--- src/rtl/shift_src.sv ---
// Sequenced shift/rotate/LFSR source register feeding the barrel shifter din.
// Optional feature: define SHIFT_SRC_LFSR_EN to enable the op 111 LFSR step.
module shift_src #(
  parameter logic [7:0] SEED = 8'h01
) (
  input  logic       clk,
  input  logic       rst,
  input  logic [2:0] op,
  input  logic [2:0] reps,
  input  logic [7:0] load_data,
  input  logic       op_valid,
  output logic       op_ready,
  input  logic       sin,
  output logic [7:0] q,
  output logic       q_valid
);

  typedef enum logic [1:0] {
    IDLE = 2'd0,
    RUN  = 2'd1,
    DONE = 2'd2
  } state_t;

  localparam logic [2:0] OP_CLR  = 3'b000;
  localparam logic [2:0] OP_LD   = 3'b001;
  localparam logic [2:0] OP_LSR  = 3'b010;
  localparam logic [2:0] OP_ASR  = 3'b011;
  localparam logic [2:0] OP_SHL  = 3'b100;
  localparam logic [2:0] OP_ROR  = 3'b101;
  localparam logic [2:0] OP_ROL  = 3'b110;
  localparam logic [2:0] OP_LFSR = 3'b111;

  state_t     state_r;
  logic [2:0] op_r;
  logic [2:0] cnt_r;
  logic [7:0] ld_r;

`ifndef SHIFT_SRC_LFSR_EN
  logic [7:0] seed_unused_s;
  assign seed_unused_s = SEED;
`endif

  // One iteration of the captured operation applied to the current value.
  function automatic logic [7:0] step_f(input logic [2:0] o, input logic [7:0] v,
                                        input logic [7:0] ld, input logic s);
    logic [7:0] r;
    case (o)
      OP_CLR:  r = 8'h00;
      OP_LD:   r = ld;
      OP_LSR:  r = {1'b0, v[7:1]};
      OP_ASR:  r = {v[7], v[7:1]};
      OP_SHL:  r = {v[6:0], s};
      OP_ROR:  r = {v[0], v[7:1]};
      OP_ROL:  r = {v[6:0], v[7]};
`ifdef SHIFT_SRC_LFSR_EN
      OP_LFSR: r = (v == 8'h00) ? SEED : {v[4] ^ v[3] ^ v[2] ^ v[0], v[7:1]};
`else
      OP_LFSR: r = v;
`endif
      default: r = v;
    endcase
    return r;
  endfunction

  // Request capture, per-cycle iteration, and registered handshake/valid outputs.
  always_ff @(posedge clk or posedge rst) begin
    if (rst) begin
      state_r  <= IDLE;
      q        <= 8'h00;
      q_valid  <= 1'b0;
      op_ready <= 1'b1;
      cnt_r    <= 3'd0;
      op_r     <= 3'd0;
      ld_r     <= 8'h00;
    end else begin
      case (state_r)
        IDLE: begin
          q_valid <= 1'b0;
          if (op_valid && op_ready) begin
            op_r     <= op;
            ld_r     <= load_data;
            // clear and load are one-shot whatever reps says
            cnt_r    <= ((op == OP_CLR) || (op == OP_LD)) ? 3'd0 : reps;
            op_ready <= 1'b0;
            state_r  <= RUN;
          end else begin
            op_ready <= 1'b1;
          end
        end
        RUN: begin
          q <= step_f(op_r, q, ld_r, sin);
          if (cnt_r == 3'd0) begin
            q_valid <= 1'b1;
            state_r <= DONE;
          end else begin
            cnt_r <= cnt_r - 3'd1;
          end
        end
        DONE: begin
          q_valid  <= 1'b0;
          op_ready <= 1'b1;
          state_r  <= IDLE;
        end
        default: begin
          q_valid  <= 1'b0;
          op_ready <= 1'b1;
          cnt_r    <= 3'd0;
          state_r  <= IDLE;
        end
      endcase
    end
  end

endmodule

--- config.mk ---
export PLATFORM = sky130hd
export DESIGN_NAME = shift_src
export DESIGN_NICKNAME = d
export VERILOG_FILES = /design/src/rtl/shift_src.sv
export SDC_FILE = /design/constraint.sdc
export NUM_CORES = 1
export LEC_CHECK = 0
export ABC_AREA = 0
export BUFFER_PORTS_ARGS = -buffer_cell sky130_fd_sc_hd__clkbuf_2
export CAP_MARGIN = 30
export CELL_PAD_IN_SITES_DETAIL_PLACEMENT = 0
export CELL_PAD_IN_SITES_GLOBAL_PLACEMENT = 1
export CORE_MARGIN = 2
export CORE_UTILIZATION = 40
export CTS_CLUSTER_DIAMETER = 120
export DETAILED_ROUTE_END_ITERATION = 16
export HOLD_SLACK_MARGIN = 0.08
export PLACE_DENSITY_LB_ADDON = 0.1
export RECOVER_POWER = 100
export SLEW_MARGIN = 30
export SYNTH_ARGS = -nofsm -noshare
export SYNTH_HDL_FRONTEND = slang
export SYNTH_SLANG_ARGS = --single-unit
--- constraint.sdc ---
create_clock -name clk -period 2 [get_ports clk]
set_input_delay 0 -clock clk [delete_from_list [all_inputs] [get_ports clk]]
set_output_delay 0 -clock clk [all_outputs]
set_load 0.005 [all_outputs]
== Word level (Yosys, flattened, before mapping) ==
Cells that the tools add are included.
Operators by class
  $add $sub $neg: 1
  multiply operators: 0
  divide/modulo/power cells: 0
  magnitude comparators: 0
  equal/unequal tests: 13
  shift operators: 0
  multiplexer cells: 12
  bitwise gates (word level): 3
  reductions and logical operators: 11
Operators by type and width (number)
  one-hot mux 8 bit (7 select lines): 1
  equality test 3 bit, second input constant: 4
  logical NOT 3 bit: 3
  2-to-1 mux 3 bit: 3
  one-hot mux 3 bit (3 select lines): 1
  equality test 3 x 1 -> 1 bit, second input constant: 2
  equality test 3 x 2 -> 1 bit, second input constant: 2
  != test 2 bit, second input constant: 3
  AND reduction 2 bit: 3
  AND reduction 3 bit: 2
  2-to-1 mux 2 bit: 2
  one-hot mux 2 bit (2 select lines): 1
  2-to-1 mux 1 bit: 3
  NOT 1 bit: 3
  subtractor 3 x 1 -> 3 bit, second input constant: 1
  equality test 2 x 1 -> 1 bit, second input constant: 1
  equality test 2 bit, second input constant: 1
  logical NOT 2 bit: 1
  one-hot mux 1 bit (2 select lines): 1
  logical AND 1 bit: 1
  logical OR 1 bit: 1
Storage, ports and cells
  register bits after elaboration: 26
  latch bits: 0
  RAM bits: 0
  bits in read-only memories: 0
  output and inout bits: 10
  word-level logic and storage cells: 48
  memories: 0

== Logic depth before layout (Yosys ltp) ==
Gate-level depths: netlist of run 1.
  word-level depth: 5
  mapped depth: 7
  depth with buffers taken out: 7

== Worst setup path before layout of run 1 ==
Ideal clock, no wire load.
  path kind: flip-flop to flip-flop
  start point: register op_ready
  end point: register ld_r[0]
  arrival: 1.280 ns
  slack: 0.595 ns
  cell stages (with the launch flop): 4
  buffers on the path: 1
  clock period less this slack: 1.405 ns
  cell sequence: dfstp_2 and4bb_2 buf_6 mux2_2
On the way
  word-level cells in the longest chain between the ends: 2
Ends and longest elaborated chain
  start: declaration: RTL line 12  | output logic op_ready,
  start signal: assignment: RTL line 71  | op_ready <= 1'b1;
  start signal: assignment: RTL line 84  | op_ready <= 1'b0;
  start signal: assignment: RTL line 87  | op_ready <= 1'b1;
  logical AND 1 bit: RTL line 79  | if (op_valid && op_ready) begin
  AND reduction 2 bit (no line)
  end signal: assignment: RTL line 81  | ld_r <= load_data;
  end: declaration: RTL line 36  | logic [7:0] ld_r;
No other way between the ends.
A chain may end at the register's enable or synchronous reset.

== Worst setup path in the final report of run 1 ==
  start point: register op_ready
  end point: register cnt_r[1]
On the way
  word-level cells in the longest chain between the ends: 3
Ends and longest elaborated chain
  logical AND 1 bit: RTL line 79
  != test 2 bit (no line)
  AND reduction 3 bit (no line)
  end signal: assignment: RTL line 83  | cnt_r <= ((op == OP_CLR) || (op == OP_LD)) ? 3'd0 : reps;
  end signal: assignment: RTL line 96  | cnt_r <= cnt_r - 3'd1;
  end: declaration: RTL line 35  | logic [2:0] cnt_r;
No other way between the ends.

==> results of run 1 <==
-- state kept, by name, indices dropped and copies added, names as in the netlist --
name      flops
ld_r          8
q_valid       1
q             8
cnt_r         3
op_r          3
state_r       2
op_ready      1
-- power breakdown --
part	switching, W	internal (W)
logic	0.000484	0.000539
clock network	0.000147	0.0000779
registers	0.000246	0.000754
total	0.000877	0.00137
-- metrics by stage --
step	hold slack, ns	cells	power (W)
2_1_floorplan	0.0393	114	0.00182
3_3_place_gp	0.0512	182	0.00201
3_5_place_dp	0.0573	182	0.00205
4_1_cts	0.125	201	0.00230
5_1_grt	0.144	201	0.00246
6_report	0.137	201	0.00225
-- cells by family after synthesis --
family	Yosys count	share of synthesized area, %
simple gates	33	13.3
compound gates	28	14.8
flops	26	50.1
mux	17	15.5
buf+inv	8	4.33
fa+ha+maj	2	1.92
-- worst min-delay path, delay by kind of cell --
family | cells | cell delay (ns)
muxes | 1 | 0.12
AOI/OAI and AO/OA | 2 | 0.22
buffers and inverters | 1 | 0.09
-- Yosys cell counts (all sizes together), types with 2 or more instances --
| cell type | number |
|---|---|
| dfrtp | 25 |
| mux2 | 16 |
| nand2 | 13 |
| o21ai | 10 |
| nor2 | 7 |
| a222oi | 6 |
| a21oi | 4 |
| buf | 4 |
| inv | 4 |
| and2b | 3 |
| a31oi | 2 |
| ha | 2 |
| nand2b | 2 |
| nand3 | 2 |
| nor2b | 2 |
-- per-layer routing --
layer	wire length (um)	vias to the layer above	GRT usage [%]
li1	-	504	-
met1	1360	493	22.3
met2	1200	31	26.1
met3	115	2	2.73
met4	19	0	6.52
met5	0	-	0
-- worst max-delay path by stage --
stage	slack, ns	depth (start not counted)	end
2_1_floorplan	0.60	3	ld_r[0]$_DFFE_PP0P_
3_3_place_gp	0.47	4	q[6]$_DFFE_PP0P_
3_5_place_dp	0.39	3	q[3]$_DFFE_PP0P_
4_1_cts	0.42	3	q[3]$_DFFE_PP0P_
5_1_grt	0.13	4	cnt_r[1]$_DFFE_PP0P_
6_report	0.29	4	cnt_r[1]$_DFFE_PP0P_
-- area by class of cell --
class / instances / area [um^2] / share of cell area, %
Multi-Input combinational cell: 80 / 592 / 36.4
Clock buffer: 4 / 26.3 / 1.62
Timing Repair Buffer: 43 / 284 / 17.5
Inverter: 4 / 15.0 / 0.924
Tap cell: 44 / 55.1 / 3.39
Sequential cell: 26 / 652 / 40.1
==> flow_summary.json, run 1 <==
{
  "status": "finished clean",
  "cp-startpoint": "op_ready$_DFFE_PP1N_",
  "grt_pass1_wl_um": 4440,
  "post_cts_buffers": 0,
  "min_to": "q[0]$_DFFE_PP0P_",
  "die_y_um": 61.0,
  "track_usage_pct": 16.3,
  "hpwl_um": 1900,
  "num_io_pins": 28,
  "p_leak_nw": 0.745,
  "r2r_slack_ns": 0.29,
  "setup_viol": 0,
  "ys_seq_area_share_pct": 50.1,
  "syn-num-nets": 134,
  "num-nets-final": 178,
  "r2r-start": "op_ready$_DFFE_PP1N_",
  "crit_path_end_kind": "flip-flop",
  "yosys-top-cells-area": "dfrtp_1, mux2_2, a222oi_1",
  "dpl_worst_slack_ns": 0.388,
  "die_w_um": 61.0,
  "tritoncts": "built",
  "n_fill_cell": 304,
  "clock-sinks": 26,
  "finalCritPeriodShare_pct": 85.4,
  "ctsHtreeMaxLevel": 1,
  "via_per_inst": 5.12,
  "drt_first_pass_iters": 4,
  "hp-start": "sin",
  "die_area_um2": 3720,
  "drt-initial-drc-count": 39,
  "cts_hold_buf": 15,
  "clock_path_buffers": 2,
  "yosysWarnings": 0,
  "drv_cap": 0,
  "fin_area_um2": 1620,
  "worstPathMaxFanout": 14,
  "synth_top_cell_by_area": "dfrtp_1",
  "cpMaxStageDelayCell": "and4bb_1",
  "vias": 1030,
  "utilization_pct": 52.8,
  "cts-resized-gates": 0,
  "setup-tns-final_ns": 0,
  "timing.critical_path.buf_inv": 0,
  "core_um2": 3080,
  "max_stage_delay_ns": 0.61,
  "drc": 0,
  "clk_latency_ns": 0.31,
  "drt_wl_total_um": 2700,
  "gp_congestion": 0.706,
  "crit_family": "simple AND/OR/NAND/NOR gates",
  "avgSynthCellArea_um2": 11.4,
  "grt_max_degree": 27,
  "routedWlPerCell_um": 13.4,
  "drive_above_1_share_pct": 28.7,
  "cts_buffers": 3,
  "final_cell_mix": "dfrtp_1, clkbuf_2, dlygate4sd3_1, mux2_2, nand2_1",
  "required_ns": 2.19,
  "maxSlewViolCount": 0,
  "rows": 20,
  "layout_commonest_cell": "dfrtp_1",
  "portBuffers": 27,
  "final-hold-violation-count": 0,
  "fmax_mhz": 585,
  "synth_edf_count": 0,
  "holdCritPathClass": "in -> reg",
  "dpl-instance-area_um2": 1460,
  "path_cells": "and4bb_1 > a21oi_1 > nand2_1 > o21ai_0",
  "synth_top_area_share_pct": 48.1,
  "grt_pass1_vias": 967,
  "antenna_found_initial": 0,
  "rsz0062_at_grt": "no",
  "ys.flop_type": "dfrtp_1",
  "asyncSetResetFlopFracSynth_pct": 100,
  "hold_depth": 4,
  "synthCells": 114,
  "synth_area_um2": 1300,
  "num_antenna_cells": 0,
  "fin_skew_ns": 0.00575,
  "startpoint_type": "flip-flop",
  "slew_headroom_pct": 9.68,
  "initial_core_util_pct": 42.2,
  "reg2reg_to": "cnt_r[1]$_DFFE_PP0P_",
  "p_per_area_nw_per_um2": 1380,
  "ys_types": 32,
  "root_buffer": "clkbuf_4",
  "areaGrowthSynthToFinish_pct": 24.9,
  "finalWorstSetupSlack_ns": 0.291,
  "grt_overflow": 0,
  "ys_ff_latch": 26,
  "ant_nets": 0,
  "period_needed_ns": 1.71,
  "clkTransAtPathRegs_ns": 0.14,
  "ir_worst_vdd_v": 0.000598,
  "ff2ff_path_depth": 4,
  "critical_path_class": "reg -> reg",
  "worstMarginPinSlew_ns": 1.35,
  "critPathArrivalTime_ns": 1.90
}
(Power assumes the default switching activity.)
==> run 2: changes to the inputs <==
Settings changed: ABC_AREA 0 to 1, CORE_UTILIZATION 40 to 38.
==> run 2 against run 1 <==
Effect of this change:
- global-route usage is 0.51 points lower
- sequential power down 6%
- utilization is 2.2 points lower
- power fell by 0.45%
- critical path depth up 1
- critical path type unchanged
- critical endpoint is now q[0]$_DFFE_PP0P_
- highest routed layer unchanged
==> flow_summary.json, run 2 <==
{
  "hpwl_um": 2040,
  "drt_first_pass_iters": 4,
  "n_fill_cell": 354,
  "rsz0062_at_grt": "no",
  "dpl-instance-area_um2": 1500,
  "hp-start": "op_valid",
  "drt-initial-drc-count": 53,
  "synth_top_cell_by_area": "dfrtp_1",
  "synth_common_cells": "nand2_1, dfrtp_1, inv_1, nand3_1, o21ai_1",
  "num-nets-final": 237,
  "r2r-start": "op_r[2]$_DFFE_PP0P_",
  "top_regs": "ld_r (8), q (8)",
  "worstPathMaxFanout": 9,
  "areaGrowthSynthToFinish_pct": 27.3,
  "rows": 21,
  "critPathArrivalTime_ns": 1.84,
  "ff2ff_path_depth": 5,
  "grt_overflow": 0,
  "vias": 1208,
  "critical_path_class": "reg -> reg",
  "cts_buffers": 3,
  "synthCells": 171,
  "drc": 0,
  "ys_types": 19,
  "ys.flop_type": "dfrtp_1",
  "finalCritPeriodShare_pct": 80.4,
  "holdCritPathClass": "in -> reg",
  "grt_max_degree": 27,
  "die_y_um": 63.1,
  "gp_congestion": 0.782,
  "clock-sinks": 26,
  "ys_ff_latch": 26,
  "via_per_inst": 4.61,
  "crit_path_end_kind": "flip-flop",
  "clock_path_buffers": 2,
  "root_buffer": "clkbuf_4",
  "fmax_mhz": 622,
  "worstMarginPinSlew_ns": 1.39,
  "r2r_slack_ns": 0.39,
  "avgSynthCellArea_um2": 7.75,
  "min_to": "ld_r[2]$_DFFE_PP0P_",
  "num_io_pins": 28,
  "setup-tns-final_ns": 0,
  "hold_depth": 3,
  "portBuffers": 27,
  "grt_pass1_wl_um": 5020,
  "initial_core_util_pct": 39.7,
  "startpoint_type": "flip-flop",
  "stdcell_count": 262,
  "setup_viol": 0,
  "track_usage_pct": 15.8,
  "grt_pass1_vias": 1177,
  "dp.cells": 242,
  "reg2reg_to": "q[0]$_DFFE_PP0P_",
  "drt_wl_total_um": 2740,
  "cts-resized-gates": 0,
  "fin_skew_ns": 0.0107,
  "syn-num-nets": 191,
  "asyncSetResetFlopFracSynth_pct": 100,
  "p_per_area_nw_per_um2": 1330,
  "synth_edf_count": 0,
  "fin_area_um2": 1690,
  "final_cell_mix": "nand2_1, dfrtp_1, inv_1, clkbuf_2, nand3_1",
  "ys_seq_area_share_pct": 49.2,
  "layout_commonest_cell": "nand2_1",
  "drv_cap": 0,
  "p_total_w": 0.00224,
  "p_leak_nw": 0.906,
  "ctsHtreeMaxLevel": 1,
  "tritoncts": "built",
  "drive_above_1_share_pct": 14.8,
  "status": "finished clean",
  "slew_headroom_pct": 7.44,
  "clkTransAtPathRegs_ns": 0.15,
  "clk_latency_ns": 0.33,
  "yosys-top-cells-area": "dfrtp_1, nand2_1, nand3_1",
  "maxSlewViolCount": 0,
  "ir_worst_vdd_v": 0.000532,
  "synth_top_area_share_pct": 47.2,
  "post_cts_buffers": 0,
  "ant_nets": 0,
  "die_w_um": 63.1,
  "die_area_um2": 3980,
  "antenna_found_initial": 0,
  "num_antenna_cells": 0,
  "yosysWarnings": 0,
  "yosysMostFrequentCell": "nand2_1",
  "core_um2": 3340,
  "synth_area_um2": 1330,
  "final-hold-violation-count": 0,
  "required_ns": 2.23,
  "period_needed_ns": 1.61,
  "routedWlPerCell_um": 10.5
}
[run 2: cell types whose count changed in the layout (fill, tap and decap cells not counted), moves of 3 or more]
cell	previous run	this run
inv_1	4	24
a222oi_1	6	0
o21ai_0	10	18
nand3_1	2	20
a21oi_1	4	1
mux2_4	3	0
mux2_2	13	0
nand2_1	13	60
[run 2: per-layer routing]
layer	part of all wire [%]	GRT usage, %
met1	47	20.0
met5	0	0
met4	1.1	5.83
met3	4.5	3.04
met2	47	26.9
[run 2: where the power goes]
part | total, W | switching (W) | internal [W]
Sequential | 0.000937 | 0.000191 | 0.000746
Combinational | 0.000936 | 0.000595 | 0.000341
Clock | 0.000365 | 0.000163 | 0.000203
[run 2: cell type report]
class	instances	area, um^2	share of cell area, %
Timing Repair Buffer	44	294	17.4
Tap cell	46	57.6	3.41
Inverter	25	93.8	5.56
Clock inverter	1	30.0	1.78
Multi-Input combinational cell	117	537	31.8
Sequential cell	26	652	38.6
Clock buffer	3	22.5	1.34
[run 2: kinds of logic (layout without fill, tap and decap cells)]
family | Yosys count | in the layout | share of synthesized area (%)
AND/OR/NAND/NOR | 94 | 94 | 31.3
buffers and inverters | 28 | 73 | 8.88
flip-flops | 26 | 26 | 49.2
AO/OA/AOI/OAI | 21 | 21 | 8.78
adder cells (fa/ha/maj) | 2 | 2 | 1.89
[run 2: worst max path at each step]
stage | start | end | slack (ns)
2_1_floorplan | cnt_r[0]$_DFFE_PP0P_ | cnt_r[1]$_DFFE_PP0P_ | 0.74
3_3_place_gp | cnt_r[0]$_DFFE_PP0P_ | cnt_r[2]$_DFFE_PP0P_ | 0.66
3_5_place_dp | cnt_r[0]$_DFFE_PP0P_ | cnt_r[0]$_DFFE_PP0P_ | 0.60
4_1_cts | cnt_r[0]$_DFFE_PP0P_ | cnt_r[0]$_DFFE_PP0P_ | 0.58
5_1_grt | rst | q[0]$_DFFE_PP0P_ | 0.20
6_report | op_r[2]$_DFFE_PP0P_ | q[0]$_DFFE_PP0P_ | 0.39
[run 2: what timing repair did]
item | in CTS | in global routing
endpoints found under the setup margin | 0 | 0
hold buffers | 16 | 0
endpoints found under the hold margin | 41 | 0
[run 2: critical path, stage by stage, from the launching register on]
cell and delay (ns):
dfrtp_1 0.59, inv_1 0.08, o21ai_1 0.51, inv_2 0.17, nand2_1 0.11, nand2_1 0.05
[run 2: stage by stage]
| stage | utilization, % | hold slack [ns] | setup slack (ns) |
|---|---|---|---|
| floorplan | - | 0.0393 | 0.745 |
| global placement | 45.0 | 0.0511 | 0.657 |
| detailed placement | 45.0 | 0.0580 | 0.604 |
| CTS | 51.4 | 0.0945 | 0.584 |
| global route | 50.5 | 0.0990 | 0.199 |
| finish | 50.5 | 0.0794 | 0.391 |
==> run 3: changes to the inputs <==
Settings changed: CORE_UTILIZATION 38 to 35.
Clock period 2 ns to 1.45 ns, I/O delays scaled along.
==> run 3 against run 2 <==
Effect of this change:
- sequential share of layout area fell by 1.0 points
- clock power rose by 64%
- non-clock buffer count rose by 2
- die area rose by 8.0%
- routed wire length rose by 4.3%
- flip-flop and latch count did not move
- sequential power rose by 38%
- critical path depth rose by 3
==> flow_summary.json, run 3 (same netlist as run 2, synthesis figures left out) <==
{
  "globalRouteMet2Util_pct": 23.9,
  "use_met3_pct": 2.74,
  "hp-start": "reps[1]",
  "layout_commonest_cell": "nand2_1",
  "finalCritPeriodShare_pct": 93.0,
  "holdCritPathClass": "in -> reg",
  "worstMarginPinSlew_ns": 0.646,
  "vias": 1189,
  "period_needed_ns": 1.35,
  "grtUsageMet1_pct": 21.3,
  "r2r-start": "cnt_r[0]$_DFFE_PP0P_",
  "cts_buffers": 3,
  "crit_path_end_kind": "flip-flop",
  "ctsHtreeMaxLevel": 1,
  "critPathArrivalTime_ns": 1.50,
  "clock-sinks": 26,
  "num_antenna_cells": 0,
  "die_w_um": 65.5,
  "ir_worst_vdd_v": 0.000964,
  "maxSlewViolCount": 0,
  "path_cells": "inv_1 > ha_1 > ha_2 > inv_1 > o21ai_1 > nand2_2 > nand2_1 > o21ai_0",
  "final-hold-violation-count": 0,
  "grt_overflow": 0,
  "initial_core_util_pct": 36.2,
  "die_y_um": 65.5,
  "grt_max_degree": 27,
  "startpoint_type": "flip-flop",
  "utilization_pct": 47.3,
  "drt_wl_total_um": 2860,
  "track_usage_pct": 15.3,
  "cpMostUsedCell": "inv_1",
  "busiest_layer": "met2",
  "p_total_w": 0.00333,
  "rsz0062_at_grt": "no",
  "tritoncts": "built",
  "status": "finished clean",
  "grt_pass1_vias": 1186,
  "cpMaxStageDelayCell": "dfrtp_1",
  "final_cell_mix": "nand2_1, dfrtp_1, inv_1, clkbuf_2, nand3_1",
  "p_leak_nw": 0.928,
  "dp.cells": 247,
  "fin_skew_ns": 0.000884,
  "slew_headroom_pct": 57.0,
  "max_stage_delay_ns": 0.38,
  "portBuffers": 27,
  "fmax_mhz": 741,
  "clk_latency_ns": 0.27,
  "p_per_area_nw_per_um2": 1920,
  "clock_path_buffers": 2,
  "drv_cap": 0,
  "drive_above_1_share_pct": 18.3,
  "top_regs": "ld_r (8), q (8)",
  "num_io_pins": 28,
  "crit_family": "flip-flops",
  "core_um2": 3660,
  "num-nets-final": 239,
  "cp-startpoint": "cnt_r[0]$_DFFE_PP0P_",
  "drc": 0,
  "grt_pass1_wl_um": 5130,
  "critical_path_class": "reg -> reg",
  "clkTransAtPathRegs_ns": 0.09,
  "hpwl_um": 2080,
  "worstPathMaxFanout": 6,
  "drt-initial-drc-count": 85,
  "routedWlPerCell_um": 10.7,
  "timing.critical_path.buf_inv": 2,
  "rows": 22,
  "ant_nets": 0,
  "setup-tns-final_ns": 0,
  "setup_viol": 0,
  "via_per_inst": 4.47,
  "root_buffer": "clkbuf_8",
  "drt_first_pass_iters": 4,
  "areaGrowthSynthToFinish_pct": 30.8,
  "antenna_found_initial": 0,
  "die_area_um2": 4290,
  "gp_congestion": 0.739,
  "stdcell_count": 266,
  "required_ns": 1.60
}
## run 3: stage by stage
step	hold slack (ns)	cell area [um^2]	setup slack, ns
after floorplan	0.0393	1330	0.195
after global placement	0.0558	1530	0.119
after detailed placement	0.0583	1530	0.0802
after CTS	0.0915	1740	0.0593
after global routing	0.158	1730	0.0127
final	0.108	1730	0.101
## run 3: power by group
part | internal (W) | switching (W) | total [W]
logic | 0.000566 | 0.000873 | 0.00144
registers | 0.00103 | 0.000261 | 0.00129
clock network | 0.000369 | 0.000227 | 0.000597
## run 3: cell type report
class                   instances  area [um^2]
clock buffers                   3         41.3
clock inverters                 1         30.0
fillers                       367         1930
inverters                      25         93.8
multi-input cells             117          551
flip-flops and latches         26          652
well taps                      48         60.1
repair buffers                 46          305
## run 3: worst paths after layout
kind	end	slack (ns)	cells after the start
min reg2reg	ld_r[7]$_DFFE_PP0P_	0.49	2
min in group asynchronous	ld_r[5]$_DFFE_PP0P_	0.42	4
max reg2reg	cnt_r[1]$_DFFE_PP0P_	0.10	8
max	cnt_r[1]$_DFFE_PP0P_	0.10	8
min	cnt_r[1]$_DFFE_PP0P_	0.11	5
max in group asynchronous	q[0]$_DFFE_PP0P_	0.62	4
## run 3: metal layers
layer  vias to the layer above  wire length [um]
li1                        627                 -
met1                       529              1400
met2                        29              1300
met3                         4               125
met4                         0                36
met5                         -                 0
## run 3: worst min-delay path, cell delays in order
cell	delay, ns
clkbuf_2	0.07
nand3_1	0.07
o21ai_0	0.08
nand2_1	0.05
o21ai_0	0.07
## run 3: what timing repair did
| item | CTS | global route |
|---|---|---|
| gates resized for setup | 0 | 5 |
| setup endpoints to repair | 0 | 3 |
| setup buffers | 0 | 1 |
| hold buffers | 14 | 0 |
| hold endpoints to repair | 38 | 0 |
